==> src/rtl/i3c_phy_lanes.sv <==
// Multi-lane I3C/I2C pad PHY.
// Each lane has an input synchroniser, a spike filter and edge detect on the
// receive side, and a registered open-drain/push-pull driver on the transmit
// side. A lane that leaves push-pull while driving high keeps the line
// actively high for a few cycles before letting the pull-up take over.
// Bus-free is reported once every filtered line has been high long enough.
module i3c_phy_lanes #(
   parameter int NUM_LANES       = 2,
   parameter int SYNC_STAGES     = 2,
   parameter int FILT_CYCLES     = 1,
   parameter int HANDOFF_CYCLES  = 2,
   parameter int BUS_IDLE_CYCLES = 16
) (
   input  logic                 clk_i,
   input  logic                 rst_i,
   input  logic [NUM_LANES-1:0] pad_i,
   output logic [NUM_LANES-1:0] pad_o,
   output logic [NUM_LANES-1:0] pad_oe_o,
   input  logic [NUM_LANES-1:0] ctrl_i,
   input  logic [NUM_LANES-1:0] pp_en_i,
   output logic [NUM_LANES-1:0] ctrl_o,
   output logic [NUM_LANES-1:0] rise_o,
   output logic [NUM_LANES-1:0] fall_o,
   output logic                 bus_free_o
);

   localparam int FW = $clog2(FILT_CYCLES + 1);
   localparam int HW = (HANDOFF_CYCLES > 0) ? $clog2(HANDOFF_CYCLES + 1) : 1;
   localparam int IW = $clog2(BUS_IDLE_CYCLES + 1);
   localparam logic [FW-1:0] FILT_LAST = FW'(FILT_CYCLES - 1);
   localparam logic [HW-1:0] HO_LAST   = HW'((HANDOFF_CYCLES > 0) ? HANDOFF_CYCLES - 1 : 0);
   localparam logic [IW-1:0] IDLE_MAX  = IW'(BUS_IDLE_CYCLES);
   localparam logic          HO_EN     = (HANDOFF_CYCLES > 0);

   typedef enum logic [1:0] {
      LANE_PP,
      LANE_OD,
      LANE_HANDOFF
   } lane_state_t;

   // Filtered line values as they will appear after the next edge; used by
   // the idle counter so it clears in the same cycle a low shows on ctrl_o.
   logic [NUM_LANES-1:0] ctrl_next;

   for (genvar gi = 0; gi < NUM_LANES; gi++) begin : g_lane
      logic [SYNC_STAGES-1:0] sync_reg;
      logic [FW-1:0]          filt_cnt_reg;
      logic                   line_reg;
      logic                   rise_reg;
      logic                   fall_reg;
      logic                   sync_bit;
      logic                   filt_take;

      lane_state_t            state_reg;
      lane_state_t            state_next;
      logic [HW-1:0]          ho_cnt_reg;
      logic [HW-1:0]          ho_cnt_next;
      logic                   pad_o_reg;
      logic                   pad_o_next;
      logic                   pad_oe_reg;
      logic                   pad_oe_next;
      logic                   driving_high;

      assign sync_bit      = sync_reg[SYNC_STAGES-1];
      assign filt_take     = (sync_bit != line_reg) && (filt_cnt_reg == FILT_LAST);
      assign ctrl_next[gi] = filt_take ? sync_bit : line_reg;
      assign driving_high  = pad_oe_reg & pad_o_reg;

      assign ctrl_o[gi]   = line_reg;
      assign rise_o[gi]   = rise_reg;
      assign fall_o[gi]   = fall_reg;
      assign pad_o[gi]    = pad_o_reg;
      assign pad_oe_o[gi] = pad_oe_reg;

      // Synchroniser chain; idles high so reset does not look like a bus event
      always_ff @(posedge clk_i) begin
         if (rst_i) sync_reg <= '1;
         else       sync_reg <= {sync_reg[SYNC_STAGES-2:0], pad_i[gi]};
      end

      // Spike filter: accept a new level only after it has persisted, and flag the edge
      always_ff @(posedge clk_i) begin
         if (rst_i) begin
            filt_cnt_reg <= '0;
            line_reg     <= 1'b1;
            rise_reg     <= 1'b0;
            fall_reg     <= 1'b0;
         end else begin
            if ((sync_bit == line_reg) || filt_take) filt_cnt_reg <= '0;
            else                                     filt_cnt_reg <= filt_cnt_reg + 1'b1;
            line_reg <= ctrl_next[gi];
            rise_reg <= filt_take & sync_bit;
            fall_reg <= filt_take & ~sync_bit;
         end
      end

      // Driver mode register plus the registered pad outputs
      always_ff @(posedge clk_i) begin
         if (rst_i) begin
            state_reg  <= LANE_OD;
            ho_cnt_reg <= '0;
            pad_o_reg  <= 1'b0;
            pad_oe_reg <= 1'b0;
         end else begin
            state_reg  <= state_next;
            ho_cnt_reg <= ho_cnt_next;
            pad_o_reg  <= pad_o_next;
            pad_oe_reg <= pad_oe_next;
         end
      end

      // Mode transitions; a high-driving PP lane dropping to OD goes through handoff
      always_comb begin
         state_next  = state_reg;
         ho_cnt_next = '0;
         case (state_reg)
            LANE_PP: begin
               if (!pp_en_i[gi]) begin
                  if (HO_EN && driving_high && ctrl_i[gi]) state_next = LANE_HANDOFF;
                  else                                     state_next = LANE_OD;
               end
            end
            LANE_HANDOFF: begin
               if (pp_en_i[gi])                               state_next = LANE_PP;
               else if (!ctrl_i[gi] || (ho_cnt_reg == HO_LAST)) state_next = LANE_OD;
               else                                           ho_cnt_next = ho_cnt_reg + 1'b1;
            end
            LANE_OD: begin
               if (pp_en_i[gi]) state_next = LANE_PP;
            end
            default: state_next = LANE_OD;
         endcase
      end

      // Pad drive for the mode being entered; OD only ever pulls low
      always_comb begin
         pad_o_next  = 1'b0;
         pad_oe_next = ~ctrl_i[gi];
         case (state_next)
            LANE_PP: begin
               pad_oe_next = 1'b1;
               pad_o_next  = ctrl_i[gi];
            end
            LANE_HANDOFF: begin
               pad_oe_next = 1'b1;
               pad_o_next  = 1'b1;
            end
            default: ;
         endcase
      end
   end

   logic [IW-1:0] idle_cnt_reg;
   logic [IW-1:0] idle_cnt_next;
   logic          bus_free_reg;

   assign bus_free_o = bus_free_reg;

   // Saturating count of cycles with every filtered line high
   always_comb begin
      idle_cnt_next = '0;
      if (&ctrl_next) begin
         if (idle_cnt_reg == IDLE_MAX) idle_cnt_next = idle_cnt_reg;
         else                          idle_cnt_next = idle_cnt_reg + 1'b1;
      end
   end

   // Idle counter and registered bus-free flag
   always_ff @(posedge clk_i) begin
      if (rst_i) begin
         idle_cnt_reg <= '0;
         bus_free_reg <= 1'b0;
      end else begin
         idle_cnt_reg <= idle_cnt_next;
         bus_free_reg <= (idle_cnt_next == IDLE_MAX);
      end
   end

endmodule
==> config.mk <==
export PLATFORM = sky130hd
export DESIGN_NAME = i3c_phy_lanes
export DESIGN_NICKNAME = d
export VERILOG_FILES = /design/src/rtl/i3c_phy_lanes.sv
export SDC_FILE = /design/constraint.sdc
export NUM_CORES = 1
export LEC_CHECK = 0
export ABC_AREA = 1
export CORE_ASPECT_RATIO = 0.7
export CORE_MARGIN = 2
export CORE_UTILIZATION = 25
export DETAILED_ROUTE_END_ITERATION = 12
export GPL_ROUTABILITY_DRIVEN = 0
export PLACE_DENSITY = 0.4
export SYNTH_ARGS = -nofsm -noshare
export SYNTH_HDL_FRONTEND = slang
export SYNTH_SLANG_ARGS = --single-unit
==> constraint.sdc <==
create_clock -name clk_i -period 2.2 [get_ports clk_i]
set_input_delay 0.44 -clock clk_i [delete_from_list [all_inputs] [get_ports clk_i]]
set_output_delay 0.44 -clock clk_i [all_outputs]
set_load 0.1 [all_outputs]
# After elaboration in Yosys (flattened, before gate mapping)
# Cells that the tools add are included.
[classes]
addsub = 5
mul = 0
div = 0
n_lt_le_gt_ge = 0
eq_ne = 14
shifts = 0
mux = 20
bitwise = 14
reduce_logical = 21
[op_table]
columns = ["op", "count"]
rows = [
  ["2-bit two-way mux", 10],
  ["2-bit case mux with 3 select lines", 2],
  ["5-bit equality test (second input constant)", 2],
  ["5-bit two-way mux", 2],
  ["2-bit by 1-bit equality test with 1-bit output (second input constant)", 4],
  ["2-bit equality test (second input constant)", 4],
  ["2-bit zero test", 4],
  ["1-bit inverter", 8],
  ["2-bit OR reduction", 4],
  ["4-bit OR reduction", 2],
  ["1-bit bitwise AND", 6],
  ["5-bit by 1-bit adder with 5-bit output (second input constant)", 1],
  ["2-bit by 1-bit adder with 2-bit output (second input constant)", 2],
  ["1-bit logical AND", 4],
  ["1-bit logical OR", 4],
  ["1-bit two-way mux", 4],
  ["1-bit case mux with 2 select lines", 2],
  ["1-bit adder (second input constant)", 2],
  ["1-bit equality test", 2],
  ["1-bit zero test", 2],
  ["1-bit != test", 2],
  ["2-bit AND reduction", 1],
]
[word_totals]
ff_bits = 30
latch_bits = 0
ramBits = 0
rom_bits = 0
inputBits = 8
output_inout_bits = 11
n_memories = 0

# Depth between registers and ports, before layout
# Gate-level depths: netlist (run 1).
[depth]
depth_word = 8
mapped_depth = 10

# Worst setup path before layout (run 1)
# Ideal clock, no wire load.
[synth_path]
path_kind = "register -> output"
start = "register bus_free_reg, in the netlist bus_free_o"
end = "output port bus_free_o"
t_arrival_ps = 909
required_time_ps = 1760
setup_slack_ps = 851
path_stages_with_launch = 1
path_buffers = 0
cell_sequence = "dfxtp_1"
[synth_lines]
columns = ["item", "line_no", "rtl"]
rows = [
  ["start: declaration", "155", "logic bus_free_reg;"],
  ["start signal: assignment", "175", "bus_free_reg <= (idle_cnt_next == IDLE_MAX);"],
  ["end: declaration", "24", "output logic bus_free_o"],
]
# No word-level cell between the ends.

# Worst setup path after layout (run 1)
[layout_path]
start = "register g_lane[1].line_reg"
end = "output port ctrl_o[1]"
[layout_lines]
columns = ["item", "line_no", "rtl"]
rows = [
  ["start: declaration", "48", "logic line_reg;"],
  ["start signal: assignment", "91", "line_reg <= ctrl_next[gi];"],
  ["end: declaration", "21", "output logic [NUM_LANES-1:0] ctrl_o,"],
]
# No word-level cell between the ends.

==> qor.csv, run 1 <==
stage,metric,value,unit
floorplan,Core ar.,4782,sq um
floorplan,Rows,21,
placed_design,Final HPWL DP,1.719,mm
setup_path,kind of cell adding the most delay to the critical path,flip-flops,
layout,Final nets,189,
layout,"most common cell after layout, fill and taps aside",nand2_1,
clock_network,Worst-Skew Late Latency,280,ps
floorplan,io pins,19,
worst_hold_path,Hold Crit Class,flop to flop,
clock_network,clk buf depth,2,
setup_path,Reg2Reg Depth,10,
route,TritonRoute pass-1 iters,4,
sta,worst clock skew,5.143,ps
clock_network,clk sinks,30,
route,# DRC,0,
worst_hold_path,hold path startpoint,g_lane[0].sync_reg[0],
synth,Synth Area per Inst,7.708,sq um
synth,distinct cell type count after synthesis,22,
floorplan,die area,5585,sq um
sta,max-slew violations,0,
power_and_ir_drop,Cell Pwr Density,785.8,nW/um^2
layout,area grow syn2layout,20.54,%
power_and_ir_drop,leakage power,0.7050,nW
clock_network,H-tree depth,2,
grt,Total Routing Usage GR,0.09364,
clock_network,post-cts gate resize count,0,
synth,Yosys top cell by area,dfxtp_1,
floorplan,initial core utilization,0.2611,
route,Post-Route WL,2.250,mm
layout,most frequent cells in the layout,"nand2_1 (34), dfxtp_1 (30), inv_1 (22)",
worst_hold_path,Hold EP,g_lane[0].sync_reg[1],
layout,share of layout cells above drive strength 1,0.1629,
sta,Final min period,1409,ps
synth,Synth Cell Area,1249,sq um
route,remaining antenna violation count after routing,0,
power_and_ir_drop,total design power,1.183,mW
grt,largest net degree at the start of global routing,17,
setup_path,"Slowest-stage cell, CP",dfxtp_1,
synth,post-synthesis compound-gate area fraction,0.03006,
placed_design,Post-Place Worst Slack,565.9,ps
synth,multiplexer area fraction after synthesis,0,
setup_path,"Arr. time, crit path",970,ps
clock_network,post-CTS setup repair buffer count,0,
grt,vias in the first global route,963,
clock_network,hold_buf cts,0,
layout,Filler cells,543,
setup_path,CP bufs+invs,1,
placed_design,Port Buffers,18,
grt,first-pass GRT wire length,3.974,mm
layout,diodes inserted,0,
clock_network,Clock Pin Slew Worst Setup and Hold Paths,70,ps
synth,post-synth top area share,0.4810,
power_and_ir_drop,worst ir drop on vdd,0.0003111,V
grt,grt total ovfl,0,
layout,max reg flops,5,
setup_path,"slowest stage delay, CP",380,ps
sta,"Period Utilization, post-route",0.6403,
setup_path,CP endpoint kind,primary output,
setup_path,CP required,1760,ps
clock_network,Root Driver,clkbuf_8,
layout,final core utilization,0.3148,
setup_path,CP Launch Type,flop,
setup_path,worst setup path category,flop to primary output,
run,Max-Cap Viols,0,
setup_path,reg2reg end,bus_free_o,
outcome,status,"finished, final reports clean",
sta,final worst slack,791.4,ps
route,WL/cell,9.109,um
grt,initial antenna violation count,0,
synth,Area contributors post-synth,"dfxtp_1 (48%), nand2_1 (10%), inv_1 (6.6%), nor2_1 (6.3%), buf_4 (6.0%)",
route,violation count after the first detailed-route iteration,40,
synth,register area share after synthesis,0.4810,
sta,Fmax achieved,709.9,MHz
synth,synthesized flop and latch total,30,
sta,RSZ-0062 raised after global routing,no,
floorplan,Die W,88.47,um
route,total number of vias,975,
synth,Yosys Warn Count,0,
sta,setup_tns,0,ps
setup_path,reg-to-reg setup timing slack,960,ps
route,mean number of vias per cell,3.947,
synth,main combinational cell family by area after synthesis,simple AND/OR/NAND/NOR gates,
setup_path,worst path cell trace,buf_4,
sta,final setup violation count,0,
clock_network,CTS tree,done,
sta,Final Hold Fails,0,
floorplan,Die H,63.13,um
synth,Gate Count Post-Synth,162,
setup_path,Reg-to-Reg Start,idle_cnt_reg[0],
clock_network,Num CTS Buffers,5,
synth,Synth Area in Adders,0.04008,
synth,Post-Synth Simple-Gate Area,0.3086,
worst_hold_path,hold path depth,1,
setup_path,largest fanout on the critical path,4,
synth,Synth Area in XOR/XNOR,0,
through the flow:
step                      hold slack (ps)  std cells  instance area, sq um
after floorplan                     389.5        163                  1252
after global placement              392.9        239                  1414
after detailed placement            394.7        239                  1414
after CTS                           410.2        247                  1505
after global routing                421.1        247                  1505
final                               408.9        247                  1505
cell type report:
class,instances,area (sq um),share of cell area
repair buffers,19,160.2,0.1064
inverters,23,86.33,0.05736
flip-flops and latches,30,600.6,0.3990
clock buffers,7,86.33,0.05736
multi-input cells,98,480.5,0.3192
clock inverters,1,5.005,0.003325
well taps,69,86.33,0.05736
logic make-up (layout without fill, tap and decap cells):
logic type / Yosys count / in the layout
AO/OA/AOI/OAI: 7 / 7
adder cells (fa/ha/maj): 4 / 4
AND/OR/NAND/NOR: 85 / 85
other: 1 / 2
flip-flops: 30 / 30
buffers and inverters: 35 / 50
synth_stat cells:
cell type  count
a21oi_1        3
and3_1         1
buf_2          2
buf_4         10
conb_1         1
dfxtp_1       30
ha_1           4
inv_1         22
inv_2          1
nand2_1       34
nand2_2        2
nand3_1       10
nand4_1        3
nor2_1        21
nor2_2         1
nor2_4         1
nor3_1         4
nor3_2         1
nor4_1         3
o21ai_0        3
o21bai_1       1
or2_2          4
worst max path at each step:
stage / slack, ps / cells after the start / to / startpoint
finish: 790 / 1 / ctrl_o[1] / g_lane[1].line_reg
global route: 750 / 1 / ctrl_o[1] / g_lane[1].line_reg
CTS: 780 / 1 / ctrl_o[1] / g_lane[1].line_reg
detailed placement: 570 / 5 / g_lane[0].pad_oe_reg / rst_i
global placement: 610 / 5 / g_lane[0].pad_oe_reg / rst_i
floorplan: 850 / 0 / bus_free_o / bus_free_o
metal layers:
metal  global-route usage  wire length [um]  share of wire  vias to the layer above
met3              0.04194               154          0.068                        6
met4              0.04545                45          0.020                        0
met2               0.1372               920           0.41                       27
li1                     -                 -              -                      518
met5                    0                 0              0                        -
met1               0.1160              1129           0.50                      424
power breakdown:
group	switching, mW	internal (mW)
logic	0.106	0.0452
clock network	0.198	0.252
registers	0.0169	0.565
total	0.321	0.862
No activity file was read; power rests on OpenSTA's default activity.
==> run 2, diff against run 1 <==
PLACE_DENSITY = 0.42   (was 0.4)
clock period = 1.2 ns   (was 2.2 ns; I/O delays follow)
==> qor.csv, run 2 (synthesis gave the netlist of run 1 again) <==
stage,metric,value,unit,change
setup_path,"Arr. time, crit path",900,ps,-70 ps
floorplan,io pins,19,,unchanged
run,Max-Cap Viols,0,,unchanged
placed_design,Final HPWL DP,1.850,mm,+7.6%
placed_design,Port Buffers,18,,unchanged
clock_network,H-tree depth,2,,unchanged
floorplan,initial core utilization,0.2611,,unchanged
setup_path,reg-to-reg setup timing slack,60,ps,-900 ps
layout,multi-input logic area,520.5,sq um,+8.3%
layout,Final nets,196,,+3.7%
layout,Filler cells,505,,-7.0%
floorplan,Die W,88.47,um,unchanged
sta,final worst slack,57.45,ps,-734.0 ps
sta,RSZ-0062 raised after global routing,yes,,
floorplan,Rows,21,,unchanged
setup_path,reg2reg end,bus_free_o,,
power_and_ir_drop,leakage power,0.7988,nW,+13%
worst_hold_path,Hold EP,g_lane[0].pad_oe_reg,,
route,TritonRoute pass-1 iters,4,,unchanged
clock_network,clk buf depth,2,,unchanged
route,violation count after the first detailed-route iteration,29,,-28%
clock_network,clk sinks,30,,unchanged
route,Post-Route WL,2.335,mm,+3.8%
route,total number of vias,1002,,+2.8%
sta,Final Hold Fails,0,,unchanged
grt,largest net degree at the start of global routing,10,,-7
placed_design,Post-Place Worst Slack,-169.2,ps,-735.1 ps
layout,Reg area,610.6,sq um,+1.7%
power_and_ir_drop,Cell Pwr Density,1271,nW/um^2,+62%
grt,initial antenna violation count,0,,unchanged
grt,met2 Track Usage GR,0.1391,,+0.001880
worst_hold_path,hold path depth,2,,+1
sta,worst clock skew,1.576,ps,-3.567 ps
worst_hold_path,hold path startpoint,ctrl_i[0],,
floorplan,Die H,63.13,um,unchanged
layout,final core utilization,0.3681,,+0.05338
layout,max reg flops,5,,unchanged
sta,Final min period,1143,ps,
grt,vias in the first global route,973,,+1.0%
clock_network,Clock Pin Slew Worst Setup and Hold Paths,60,ps,about the same
power_and_ir_drop,worst ir drop on vdd,0.0005639,V,+81%
grt,Total Routing Usage GR,0.09278,,-0.0008621
layout,"most common cell after layout, fill and taps aside",nand2_1,,
setup_path,"slowest stage delay, CP",330,ps,-50 ps
setup_path,CP required,960,ps,-800 ps
setup_path,worst path cell trace,buf_4 -> buf_12,,
route,remaining antenna violation count after routing,0,,unchanged
grt,grt total ovfl,0,,unchanged
floorplan,die area,5585,sq um,unchanged
setup_path,"Slowest-stage cell, CP",dfxtp_2,,
grt,M3 GR Usage,0.03670,,-0.005242
setup_path,Reg-to-Reg Start,idle_cnt_reg[0],,
floorplan,Core ar.,4782,sq um,unchanged
clock_network,Num CTS Buffers,5,,unchanged
sta,"Period Utilization, post-route",0.9521,,
clock_network,CTS tree,done,,
grt,first-pass GRT wire length,3.960,mm,-0.35%
setup_path,largest fanout on the critical path,3,,-1
clock_network,hold_buf cts,0,,unchanged
setup_path,CP Launch Type,flop,,
clock_network,Root Driver,clkbuf_8,,
worst_hold_path,Hold Crit Class,input port to flop,,
setup_path,Reg2Reg Depth,8,,-2
layout,most frequent cells in the layout,"nand2_1 (33), dfxtp_1 (26), inv_1 (19), nor2_1 (19), buf_12 (12)",,
power_and_ir_drop,total design power,2.238,mW,+89%
setup_path,worst setup path category,flop to primary output,,
grt,met1 usage,0.1150,,-0.0009912
sta,max-slew violations,0,,unchanged
outcome,status,"finished, final reports clean",,
layout,share of layout cells above drive strength 1,0.2649,,+0.1019
layout,area grow syn2layout,40.98,%,
layout,diodes inserted,0,,unchanged
sta,final setup violation count,0,,unchanged
route,# DRC,0,,unchanged
setup_path,CP endpoint kind,primary output,,
grt,GRT busiest layer,met2,,
route,WL/cell,9.193,um,+0.92%
route,mean number of vias per cell,3.945,,about the same
sta,Fmax achieved,875.2,MHz,
clock_network,Worst-Skew Late Latency,270,ps,about the same
-- run 2: what timing repair did --
| action | CTS | global route |
|---|---|---|
| buffers inserted | 0 | 1 |
| endpoints found under the setup margin | 1 | 9 |
| gates resized for setup | 3 | 16 |
| hold endpoints to repair | 0 | 0 |
| pin swaps | 0 | 6 |
-- run 2: final cells by class --
type	count	area share
clock buffers	7	0.04904
clock inverters	1	0.002843
inverters	23	0.04904
multi-input cells	98	0.2957
flip-flops and latches	30	0.3468
well taps	69	0.04904
repair buffers	26	0.2075
-- run 2: through the flow --
| step | hold slack, ps | instances | instance area (sq um) | setup TNS (ps) |
|---|---|---|---|---|
| 2_1_floorplan | 343.8 | 163 | 1252 | 0 |
| 3_3_place_gp | 394.6 | 245 | 1609 | -1912 |
| 3_5_place_dp | 403.1 | 245 | 1609 | -2528 |
| 4_1_cts | 417.9 | 253 | 1705 | 0 |
| 5_1_grt | 272.7 | 254 | 1760 | -18.85 |
| 6_report | 249.4 | 254 | 1760 | 0 |
-- run 2: per-layer routing --
layer  part of all wire  vias to the layer above
met4              0.015                        0
met2               0.47                       14
li1                   -                      531
met3              0.036                        2
met5                  0                        -
met1               0.47                      455
-- run 2: power breakdown --
| part | internal [mW] | switching [mW] | total (mW) |
|---|---|---|---|
| clock network | 0.461 | 0.338 | 0.799 |
| registers | 1.04 | 0.0378 | 1.08 |
| logic | 0.149 | 0.214 | 0.363 |
| total | 1.65 | 0.589 | 2.24 |
-- run 2: how the worst max path moves through the flow --
| stage | startpoint | endpoint | slack, ps | cells past startpoint |
|---|---|---|---|---|
| after global routing | idle_cnt_reg[1] | bus_free_o | -20 | 8 |
| after floorplan | bus_free_o | bus_free_o | 50 | 0 |
| after CTS | g_lane[0].line_reg | ctrl_o[0] | 10 | 2 |
| final | g_lane[1].line_reg | ctrl_o[1] | 60 | 2 |
| after detailed placement | ctrl_i[1] | g_lane[1].ho_cnt_reg[0] | -170 | 6 |
| after global placement | rst_i | g_lane[0].pad_oe_reg | -140 | 5 |
-- run 2: worst max-delay path, delay by kind of cell (launching register included) --
family,cells,cell delay (ps)
DFF,1,330
buffers and inverters,2,300
